`config.mk`:
```
export PLATFORM = sky130hd
export DESIGN_NAME = operand_fetch_flat
export DESIGN_NICKNAME = d
export VERILOG_FILES = /design/src/rtl/operand_pkg.sv /design/src/rtl/operand_fetch_if.sv /design/src/rtl/reg_file.sv /design/src/rtl/operand_fetch.sv /design/src/flat_wrapper.sv
export SDC_FILE = /design/constraint.sdc
export NUM_CORES = 1
export LEC_CHECK = 0
export ABC_AREA = 1
export CORE_MARGIN = 5
export CORE_UTILIZATION = 33
export CTS_CLUSTER_SIZE = 10
export DETAILED_ROUTE_END_ITERATION = 6
export GPL_ROUTABILITY_DRIVEN = 0
export PLACE_DENSITY = 0.49
export SLEW_MARGIN = 20
export SYNTH_ARGS = -nofsm -noshare
export SYNTH_HDL_FRONTEND = slang
export SYNTH_HIERARCHICAL = 1
export SYNTH_SLANG_ARGS = --single-unit
```
`constraint.sdc`:
```
create_clock -name clk_i -period 3 [get_ports clk_i]
set_clock_uncertainty 0.2 [all_clocks]
set_input_delay 0.6 -clock clk_i [delete_from_list [all_inputs] [get_ports clk_i]]
set_output_delay 0.6 -clock clk_i [all_outputs]
set_load 0.005 [all_outputs]
```
`src/rtl/operand_pkg.sv`:
```
// Shared types and constants for the operand fetch stage.
// The register-file bypass is enabled by defining OPERAND_FETCH_BYPASS_EN.
package operand_pkg;

  localparam int unsigned N    = 16;
  localparam int unsigned NREG = 8;
  localparam int unsigned AW   = $clog2(NREG);

  typedef enum logic [1:0] {
    StIdle,
    StRdA,
    StRdB,
    StHold
  } state_e;

  typedef enum logic [1:0] {
    ShNone = 2'b00,
    ShLsl  = 2'b01,
    ShLsr  = 2'b10,
    ShAsr  = 2'b11
  } shift_e;

  // One-bit shift of operand B; the shifted-out bit is dropped.
  function automatic logic [N-1:0] shift_op(input logic [N-1:0] x, input shift_e op);
    logic [N-1:0] r;
    unique case (op)
      ShNone:  r = x;
      ShLsl:   r = {x[N-2:0], 1'b0};
      ShLsr:   r = {1'b0, x[N-1:1]};
      ShAsr:   r = {x[N-1], x[N-1:1]};
      default: r = x;
    endcase
    return r;
  endfunction

endpackage

```
`src/rtl/operand_fetch_if.sv`:
```
// Command, writeback and operand handshake bundle of the operand fetch stage.
// The master modport is the controller/ALU side; the slave modport is the stage.
interface operand_fetch_if;
  import operand_pkg::*;

  logic          start;
  logic          ready;
  logic [AW-1:0] rn;
  logic [AW-1:0] rm;
  logic [1:0]    shift;
  logic          asel;
  logic          bsel;
  logic [N-1:0]  sximm5;
  logic          write;
  logic [AW-1:0] wnum;
  logic [N-1:0]  wdata;
  logic          valid;
  logic          accept;
  logic [N-1:0]  ain;
  logic [N-1:0]  bin;

  modport master (
    output start, rn, rm, shift, asel, bsel, sximm5, write, wnum, wdata, accept,
    input  ready, valid, ain, bin
  );

  modport slave (
    input  start, rn, rm, shift, asel, bsel, sximm5, write, wnum, wdata, accept,
    output ready, valid, ain, bin
  );

endinterface

```
`src/rtl/reg_file.sv`:
```
// NREG x N register file: one combinational read port, one synchronous write port.
// With OPERAND_FETCH_BYPASS_EN defined, a same-cycle write to the read address is forwarded.
module reg_file
  import operand_pkg::*;
(
  input  logic          clk_i,
  input  logic          rst_ni,
  input  logic [AW-1:0] raddr_i,
  output logic [N-1:0]  rdata_o,
  input  logic          we_i,
  input  logic [AW-1:0] waddr_i,
  input  logic [N-1:0]  wdata_i
);

  logic [N-1:0] mem_q [NREG];

  // Storage: synchronous clear, write ignored while in reset.
  always_ff @(posedge clk_i) begin
    if (!rst_ni) begin
      for (int i = 0; i < NREG; i++) begin
        mem_q[i] <= '0;
      end
    end else if (we_i) begin
      mem_q[waddr_i] <= wdata_i;
    end
  end

  // Read port, optionally forwarding the in-flight write.
  always_comb begin
`ifdef OPERAND_FETCH_BYPASS_EN
    rdata_o = (we_i && (waddr_i == raddr_i)) ? wdata_i : mem_q[raddr_i];
`else
    rdata_o = mem_q[raddr_i];
`endif
  end

endmodule

```
`src/rtl/operand_fetch.sv`:
```
// Operand fetch stage: reads up to two registers through one port, shifts B,
// applies the zero/immediate selects and holds Ain/Bin until the ALU accepts.
// Optional forwarding of same-cycle writes: define OPERAND_FETCH_BYPASS_EN.
module operand_fetch
  import operand_pkg::*;
(
  input logic             clk_i,
  input logic             rst_ni,
  operand_fetch_if.slave  bus
);

  state_e        state_q, state_d;
  logic [AW-1:0] rn_q, rn_d, rm_q, rm_d;
  shift_e        shift_q, shift_d;
  logic          asel_q, asel_d, bsel_q, bsel_d;
  logic [N-1:0]  imm_q, imm_d;
  logic [N-1:0]  a_q, a_d, b_q, b_d;
  logic [N-1:0]  ain_q, ain_d, bin_q, bin_d;

  logic [AW-1:0] raddr;
  logic [N-1:0]  rdata;
  logic          asel_eff, bsel_eff;
  logic [N-1:0]  imm_eff;

  // Single read port serves operand A in RD_A and operand B otherwise.
  always_comb begin
    raddr = (state_q == StRdA) ? rn_q : rm_q;
  end

  reg_file u_reg_file (
    .clk_i   (clk_i),
    .rst_ni  (rst_ni),
    .raddr_i (raddr),
    .rdata_o (rdata),
    .we_i    (bus.write),
    .waddr_i (bus.wnum),
    .wdata_i (bus.wdata)
  );

  // Next-state, command capture, operand loads and output-register update.
  always_comb begin
    state_d  = state_q;
    rn_d     = rn_q;
    rm_d     = rm_q;
    shift_d  = shift_q;
    asel_d   = asel_q;
    bsel_d   = bsel_q;
    imm_d    = imm_q;
    a_d      = a_q;
    b_d      = b_q;
    ain_d    = ain_q;
    bin_d    = bin_q;
    // Selects in force for this cycle: fresh inputs when capturing, else the command.
    asel_eff = asel_q;
    bsel_eff = bsel_q;
    imm_eff  = imm_q;

    unique case (state_q)
      StIdle: begin
        if (bus.start) begin
          rn_d     = bus.rn;
          rm_d     = bus.rm;
          shift_d  = shift_e'(bus.shift);
          asel_d   = bus.asel;
          bsel_d   = bus.bsel;
          imm_d    = bus.sximm5;
          asel_eff = bus.asel;
          bsel_eff = bus.bsel;
          imm_eff  = bus.sximm5;
          if (!bus.asel) begin
            state_d = StRdA;
          end else if (!bus.bsel) begin
            state_d = StRdB;
          end else begin
            state_d = StHold;
          end
        end
      end
      StRdA: begin
        a_d     = rdata;
        state_d = bsel_q ? StHold : StRdB;
      end
      StRdB: begin
        b_d     = shift_op(rdata, shift_q);
        state_d = StHold;
      end
      StHold: begin
        if (bus.accept) begin
          state_d = StIdle;
        end
      end
      default: state_d = StIdle;
    endcase

    // Load the presented operands once, on entry to HOLD, so they stay frozen there.
    if ((state_d == StHold) && (state_q != StHold)) begin
      ain_d = asel_eff ? '0 : a_d;
      bin_d = bsel_eff ? imm_eff : b_d;
    end
  end

  // State and datapath registers with synchronous active-low reset.
  always_ff @(posedge clk_i) begin
    if (!rst_ni) begin
      state_q <= StIdle;
      rn_q    <= '0;
      rm_q    <= '0;
      shift_q <= ShNone;
      asel_q  <= 1'b0;
      bsel_q  <= 1'b0;
      imm_q   <= '0;
      a_q     <= '0;
      b_q     <= '0;
      ain_q   <= '0;
      bin_q   <= '0;
    end else begin
      state_q <= state_d;
      rn_q    <= rn_d;
      rm_q    <= rm_d;
      shift_q <= shift_d;
      asel_q  <= asel_d;
      bsel_q  <= bsel_d;
      imm_q   <= imm_d;
      a_q     <= a_d;
      b_q     <= b_d;
      ain_q   <= ain_d;
      bin_q   <= bin_d;
    end
  end

  // Handshake outputs decoded from state only.
  always_comb begin
    bus.ready = (state_q == StIdle);
    bus.valid = (state_q == StHold);
    bus.ain   = ain_q;
    bus.bin   = bin_q;
  end

endmodule

```
`src/flat_wrapper.sv`:
```
// flat-port wrapper written by rule: the top's interface ports become plain ports
module operand_fetch_flat import operand_pkg::*;
  (clk_i, rst_ni, bus_start, bus_rn, bus_rm, bus_shift, bus_asel, bus_bsel, bus_sximm5, bus_write, bus_wnum, bus_wdata, bus_accept, bus_ready, bus_valid, bus_ain, bus_bin);
  operand_fetch_if bus_i ();
  input logic clk_i;
  input logic rst_ni;
  input wire logic [$bits(bus_i.start)-1:0] bus_start;
  input wire logic [$bits(bus_i.rn)-1:0] bus_rn;
  input wire logic [$bits(bus_i.rm)-1:0] bus_rm;
  input wire logic [$bits(bus_i.shift)-1:0] bus_shift;
  input wire logic [$bits(bus_i.asel)-1:0] bus_asel;
  input wire logic [$bits(bus_i.bsel)-1:0] bus_bsel;
  input wire logic [$bits(bus_i.sximm5)-1:0] bus_sximm5;
  input wire logic [$bits(bus_i.write)-1:0] bus_write;
  input wire logic [$bits(bus_i.wnum)-1:0] bus_wnum;
  input wire logic [$bits(bus_i.wdata)-1:0] bus_wdata;
  input wire logic [$bits(bus_i.accept)-1:0] bus_accept;
  output wire logic [$bits(bus_i.ready)-1:0] bus_ready;
  output wire logic [$bits(bus_i.valid)-1:0] bus_valid;
  output wire logic [$bits(bus_i.ain)-1:0] bus_ain;
  output wire logic [$bits(bus_i.bin)-1:0] bus_bin;
  assign bus_i.start = bus_start;
  assign bus_i.rn = bus_rn;
  assign bus_i.rm = bus_rm;
  assign bus_i.shift = bus_shift;
  assign bus_i.asel = bus_asel;
  assign bus_i.bsel = bus_bsel;
  assign bus_i.sximm5 = bus_sximm5;
  assign bus_i.write = bus_write;
  assign bus_i.wnum = bus_wnum;
  assign bus_i.wdata = bus_wdata;
  assign bus_i.accept = bus_accept;
  assign bus_ready = bus_i.ready;
  assign bus_valid = bus_i.valid;
  assign bus_ain = bus_i.ain;
  assign bus_bin = bus_i.bin;
  operand_fetch u_core (.clk_i(clk_i), .rst_ni(rst_ni), .bus(bus_i));
endmodule
```
==> flow_metrics.tcl, run 1 <==
set metrics [dict create \
    status "complete, no violations" \
    fillCellCount 3413 \
    firstDrtPassIters 5 \
    cts.path.max_buffers 3 \
    power.share.sequential_pct 42.4 \
    synth_nets 1439 \
    postSynthCellCount 1389 \
    fin_crit_ps 2760 \
    wl_per_cell_um 15.6 \
    core_um2 32300 \
    gr-total-overflow 0 \
    switching_share_pct 30.0 \
    root_buffer "clkbuf_16" \
    port_buffers 83 \
    drt_wl_total_um 30100 \
    rows 66 \
    layout-drive-gt1-share_pct 8.52 \
    drv_cap 0 \
    track_usage_pct 16.6 \
    postSynthAreaPerCell_um2 7.73 \
    intPower_mw 5.92 \
    start_util_pct 33.3 \
    total_power_mw 8.46 \
    finalSetupTns_ps 0 \
    area_delta_synth_final_pct 19.5 \
    multi_input_comb_area_um2 3670 \
    slew_violations 0 \
    worst_setup_path_end_kind "register" \
    hp-class "reg -> reg" \
    dpl.cell_count 1889 \
    fmax_mhz 363 \
    grt_max_degree 45 \
    setup-violations-final 0 \
    num_vias 8568 \
    htree_num_levels 1 \
    powerDensity_nw_per_um2 659 \
    finalNonFillerCells 1932 \
    route.antenna.remaining_nets 0 \
    chipWidth_um 190 \
    comb_power_share_pct 22.7 \
    die_area_um2 36200 \
    cts_tree "built" \
    relSlewSlack_pct 54.7 \
    p_sw_mw 2.54 \
    timing.hold.ws_ps 267 \
    post_cts_resized 0 \
    regArea_um2 5690 \
    antenna_cells 0 \
    yosys_register_bits 220 \
    critPathKind "reg -> reg" \
    cts_setup_buffers 0 \
    leakage_nw 6.22 \
    hold_buffers 0 \
    worstMarginPinSlew_ps 678 \
    ys_seq_area_share_pct 53.0 \
    initialDrtViolationCount 518 \
    cts_inserted_buffers 27 \
    io_pins 84 \
    vdd_drop_max_v 0.000514 \
    grt_pass1_vias 8483 \
    path_max_fanout 41 \
    finalHoldViolCount 0 \
    drc_errors 0 \
    pwr-share-clk_pct 34.9 \
    nets 1526 \
    clk_pin_slew_worst_paths_ps 60 \
    finalCritPeriodShare_pct 91.9 \
    yosysWarnings 6 \
    ys_types 28 \
    clk_latency_ps 540 \
    vias_per_cell 4.43 \
    hpwl_um 20200 \
    start_kind "register" \
    antenna_found_initial 0 \
    grt_pass1_wl_um 47800 \
    rsz0062_at_grt "false" \
    cp_data_required_time_ps 3230 \
    syn_area_um2 10700 \
    die_y_um 190 \
    cts_sinks 220 \
    worst_ep_arrival_time_ps 2980 \
]
==> through the flow <==
step	setup WS [ps]	cell area (µm²)	utilization (%)
after floorplan	325	10700	-
after global placement	269	12100	37.3
after detailed placement	253	12100	37.3
after CTS	231	12800	39.7
after global routing	3.04	12800	39.7
final	244	12800	39.7
==> registers in the layout (all words and copies together), names as in the netlist <==
register and cells:
u_core/shift_q 2, u_core/imm_q 16, u_core/state_q 2, u_core/bsel_q 1, u_core/a_q 16, u_core/bus.bin 16, u_core/bus.ain 16, u_core/rn_q 3
u_core/rm_q 3, u_core/u_reg_file/mem_q 128, u_core/b_q 16, u_core/asel_q 1
==> synth_stat cells <==
| library cell | count | area [µm²] |
|---|---|---|
| buf_2 | 22 | 110 |
| inv_2 | 2 | 7.51 |
| nand3_2 | 3 | 30.0 |
| nand3_1 | 135 | 676 |
| dfxtp_1 | 92 | 1840 |
| a21oi_4 | 1 | 16.3 |
| o21ai_0 | 23 | 115 |
| buf_4 | 7 | 52.6 |
| nand2_4 | 2 | 22.5 |
| nand2_2 | 21 | 131 |
| buf_12 | 2 | 40.0 |
| buf_1 | 1 | 3.75 |
| nor2_2 | 1 | 6.26 |
| clkinv_1 | 1 | 3.75 |
| a21oi_1 | 5 | 25.0 |
| or2_2 | 15 | 93.8 |
| clkbuf_1 | 20 | 75.1 |
| nor2_1 | 206 | 773 |
| a221oi_1 | 1 | 8.76 |
| inv_1 | 253 | 950 |
| o21a_1 | 16 | 120 |
| nor2_8 | 1 | 20.0 |
| nor2_4 | 5 | 56.3 |
| buf_6 | 11 | 124 |
| edfxtp_1 | 128 | 3840 |
| nand2_1 | 411 | 1540 |
| clkbuf_8 | 1 | 13.8 |
| mux2_2 | 3 | 33.8 |
==> path summary, 6_finish.rpt <==
| path | startpoint | to | slack (ps) | depth (start not counted) |
|---|---|---|---|---|
| worst max register to register | u_core/state_q[1] | u_core/bus.bin[6] | 240 | 17 |
| worst max-delay path | u_core/state_q[1] | u_core/bus.bin[6] | 240 | 17 |
| worst min-delay path | u_core/bus.bin[6] | u_core/bus.bin[6] | 270 | 2 |
| worst min register to register | u_core/bus.bin[6] | u_core/bus.bin[6] | 270 | 2 |
==> area by class of cell <==
| type | count | area share, % |
|---|---|---|
| multi-input combinational | 849 | 28.6 |
| sequential | 220 | 44.3 |
| timing repair buffer | 122 | 9.20 |
| inverter | 256 | 7.49 |
| tap | 442 | 4.31 |
| clock buffer | 41 | 5.99 |
| clock inverter | 2 | 0.107 |
==> routing by layer <==
layer	share of wire, %	global-route usage (%)	vias up
met5	0	0	-
met4	2.7	4.23	0
met3	4.5	2.40	43
met2	46	27.8	186
met1	46	22.5	3965
li1	-	-	4374
==> kinds of logic after synthesis <==
group,after synthesis,synth area share (%)
AND/OR/NAND/NOR,800,31.2
buffers and inverters,320,12.9
flip-flops,220,53.0
AO/OA/AOI/OAI,46,2.66
multiplexers,3,0.315
==> critical path, cell delays in order, from the launching register on <==
cell,delay [ps]
dfxtp_1,320
inv_2,110
nand2_2,100
mux2_2,290
buf_4,420
nand2_1,100
nand3_1,110
nand2_1,50
nand2_1,50
nand2_1,190
nand2_1,120
inv_1,50
nor2_1,70
nand3_1,120
nand2_1,110
nand2_1,60
nand3_1,80
nand2_1,50
==> cell usage in the layout (no fill, tap or decap), types with 2 or more instances in the layout <==
cell and instances:
nor2_4 5, clkbuf_16 27, nand2_1 411, clkbuf_1 10
inv_1 253, dfxtp_1 92, nand3_2 3, edfxtp_1 128
nand2_4 2, or2_2 15, inv_2 2, a21oi_1 5
clkdlybuf4s50_1 82, mux2_2 3, buf_4 34, o21ai_0 23
clkbuf_8 4, o21a_1 16, nor2_1 206, nand3_1 135
nand2_2 21, buf_12 5
==> power groups by stage <==
stage	combinational (mW)	sequential [mW]	clock, mW
global route	2.16	3.62	3.15
detailed placement	1.93	3.66	0
floorplan	1.23	3.63	0
finish	1.92	3.59	2.95
global placement	1.93	3.65	0
CTS	1.95	3.59	3.03
Power figures use the tool's default switching activity.
==> inputs of run 2 (changes only) <==
CAP_MARGIN = 20   (was default)
CTS_CLUSTER_DIAMETER = 40   (was default)
==> flow_metrics.tcl, run 2 (synthesis results as in run 1) <==
set metrics [dict create \
    status "complete, no violations" \
    finish.instance_area_um2 13400 \
    drv_cap 0 \
    worst_ep_arrival_time_ps 2980 \
    layout_commonest_cell "nand2_1" \
    cts.path.max_buffers 3 \
    slew_violations 0 \
    chipWidth_um 190 \
    drt_wl_total_um 30400 \
    placed_area_um2 12100 \
    fin_crit_ps 2770 \
    die_area_um2 36200 \
    leakage_nw 6.52 \
    antenna_found_initial 0 \
    slowest_delay_ps 420 \
    firstDrtPassIters 5 \
    critPathSlowestCell "buf_4" \
    post_cts_resized 0 \
    track_usage_pct 16.9 \
    hold_buffers 0 \
    largest_register_ffs 128 \
    io_pins 84 \
    grt_pass1_vias 8650 \
    cts_inserted_buffers 41 \
    total_power_mw 10.1 \
    port_buffers 83 \
    drc_errors 0 \
    hp-class "reg -> reg" \
    worst_setup_path_end_kind "register" \
    root_buffer "clkbuf_16" \
    area_delta_synth_final_pct 25.2 \
    die_y_um 190 \
    rows 66 \
    worstMarginPinSlew_ps 673 \
    htree_num_levels 2 \
    cp_data_required_time_ps 3210 \
    cts_tree "built" \
    clk_latency_ps 510 \
    start_kind "register" \
    clk_pin_slew_worst_paths_ps 50 \
    layout-drive-gt1-share_pct 10.5 \
    finalSetupTns_ps 0 \
    path_max_fanout 41 \
    hpwl_um 20200 \
    core_um2 32300 \
    relSlewSlack_pct 55.1 \
    finalCritPeriodShare_pct 92.4 \
    vias_per_cell 4.46 \
    crit_path_frequent_cell "nand2_1" \
    gr-total-overflow 0 \
    num_vias 8746 \
    nets 1540 \
    critPathKind "reg -> reg" \
    route.antenna.remaining_nets 0 \
    setup-violations-final 0 \
    critical_path.cell_chain "inv_2 -> nand2_2 -> mux2_2 -> buf_4 -> nand2_1 -> nand3_1 -> nand2_1 -> nand2_1 -> nand2_1 -> nand2_1 -> inv_1 -> nor2_1 -> nand3_1 -> nand2_1 -> nand2_1 -> nand3_1 -> nand2_1" \
    antenna_cells 0 \
    cts_sinks 220 \
    final_cell_mix "nand2_1, inv_1, nor2_1, nand3_1, edfxtp_1" \
    grt_pass1_wl_um 48400 \
    wl_per_cell_um 15.5 \
    vdd_drop_max_v 0.000308 \
    rsz0062_at_grt "false" \
    regMostFlops "u_core/u_reg_file/mem_q" \
    powerDensity_nw_per_um2 754 \
    cts_setup_buffers 0 \
    start_util_pct 33.3 \
    fmax_mhz 361 \
    grt_max_degree 45 \
    initialDrtViolationCount 539 \
    finalHoldViolCount 0 \
]
[run 2: changes by cell type in the layout (fill, tap and decap cells not counted)]
cell	change
clkbuf_1	-8
clkinv_2	+4
bufinv_16	+4
clkbuf_8	-2
clkinvlp_4	+4
inv_6	+4
clkbuf_16	+17
clkinv_4	+1
inv_4	+1
clkinv_1	+6
[run 2: power breakdown]
part / total (mW) / switching, mW / internal, mW
Sequential: 3.60 / 0.110 / 3.49
Combinational: 1.92 / 1.22 / 0.705
Clock: 4.61 / 1.56 / 3.05
Total: 10.1 / 2.89 / 7.24
[run 2: per-stage QoR]
stage | std cells | util [%] | setup WS, ps | hold WS, ps
finish | 1963 | 41.6 | 229 | 266
floorplan | 1389 | - | 325 | 247
detailed placement | 1889 | 37.3 | 253 | 261
CTS | 1963 | 41.6 | 230 | 269
global placement | 1889 | 37.3 | 269 | 258
global route | 1963 | 41.6 | 6.13 | 287
[run 2: routing by layer]
layer / track usage (%) / share of wire, % / up-vias
met5: 0 / 0 / -
met4: 4.97 / 2.6 / 0
met3: 2.97 / 5.0 / 56
met2: 27.9 / 46 / 205
met1: 22.7 / 46 / 4051
li1: - / - / 4434
[run 2: layout make-up]
class	count	area, µm²
timing repair buffer	122	1180
inverter	256	961
clock buffer	48	1140
sequential	220	5690
tap	442	553
clock inverter	26	256
fill	3345	18800
multi-input combinational	849	3670
[run 2: path summary, 6_finish.rpt]
path                     startpoint                 to  slack, ps  cells after the start
hold / removal    u_core/bus.bin[6]  u_core/bus.bin[6]        270                      2
setup reg to reg  u_core/state_q[1]  u_core/bus.bin[6]        230                     17
setup / recovery  u_core/state_q[1]  u_core/bus.bin[6]        230                     17
hold reg to reg   u_core/bus.bin[6]  u_core/bus.bin[6]        270                      2
[run 2: worst max-delay path: cells and delay by family (launching register included)]
family,cells,cell delay [ps]
buf+inv,3,570
flops,1,310
mux,1,290
simple gates,13,1240
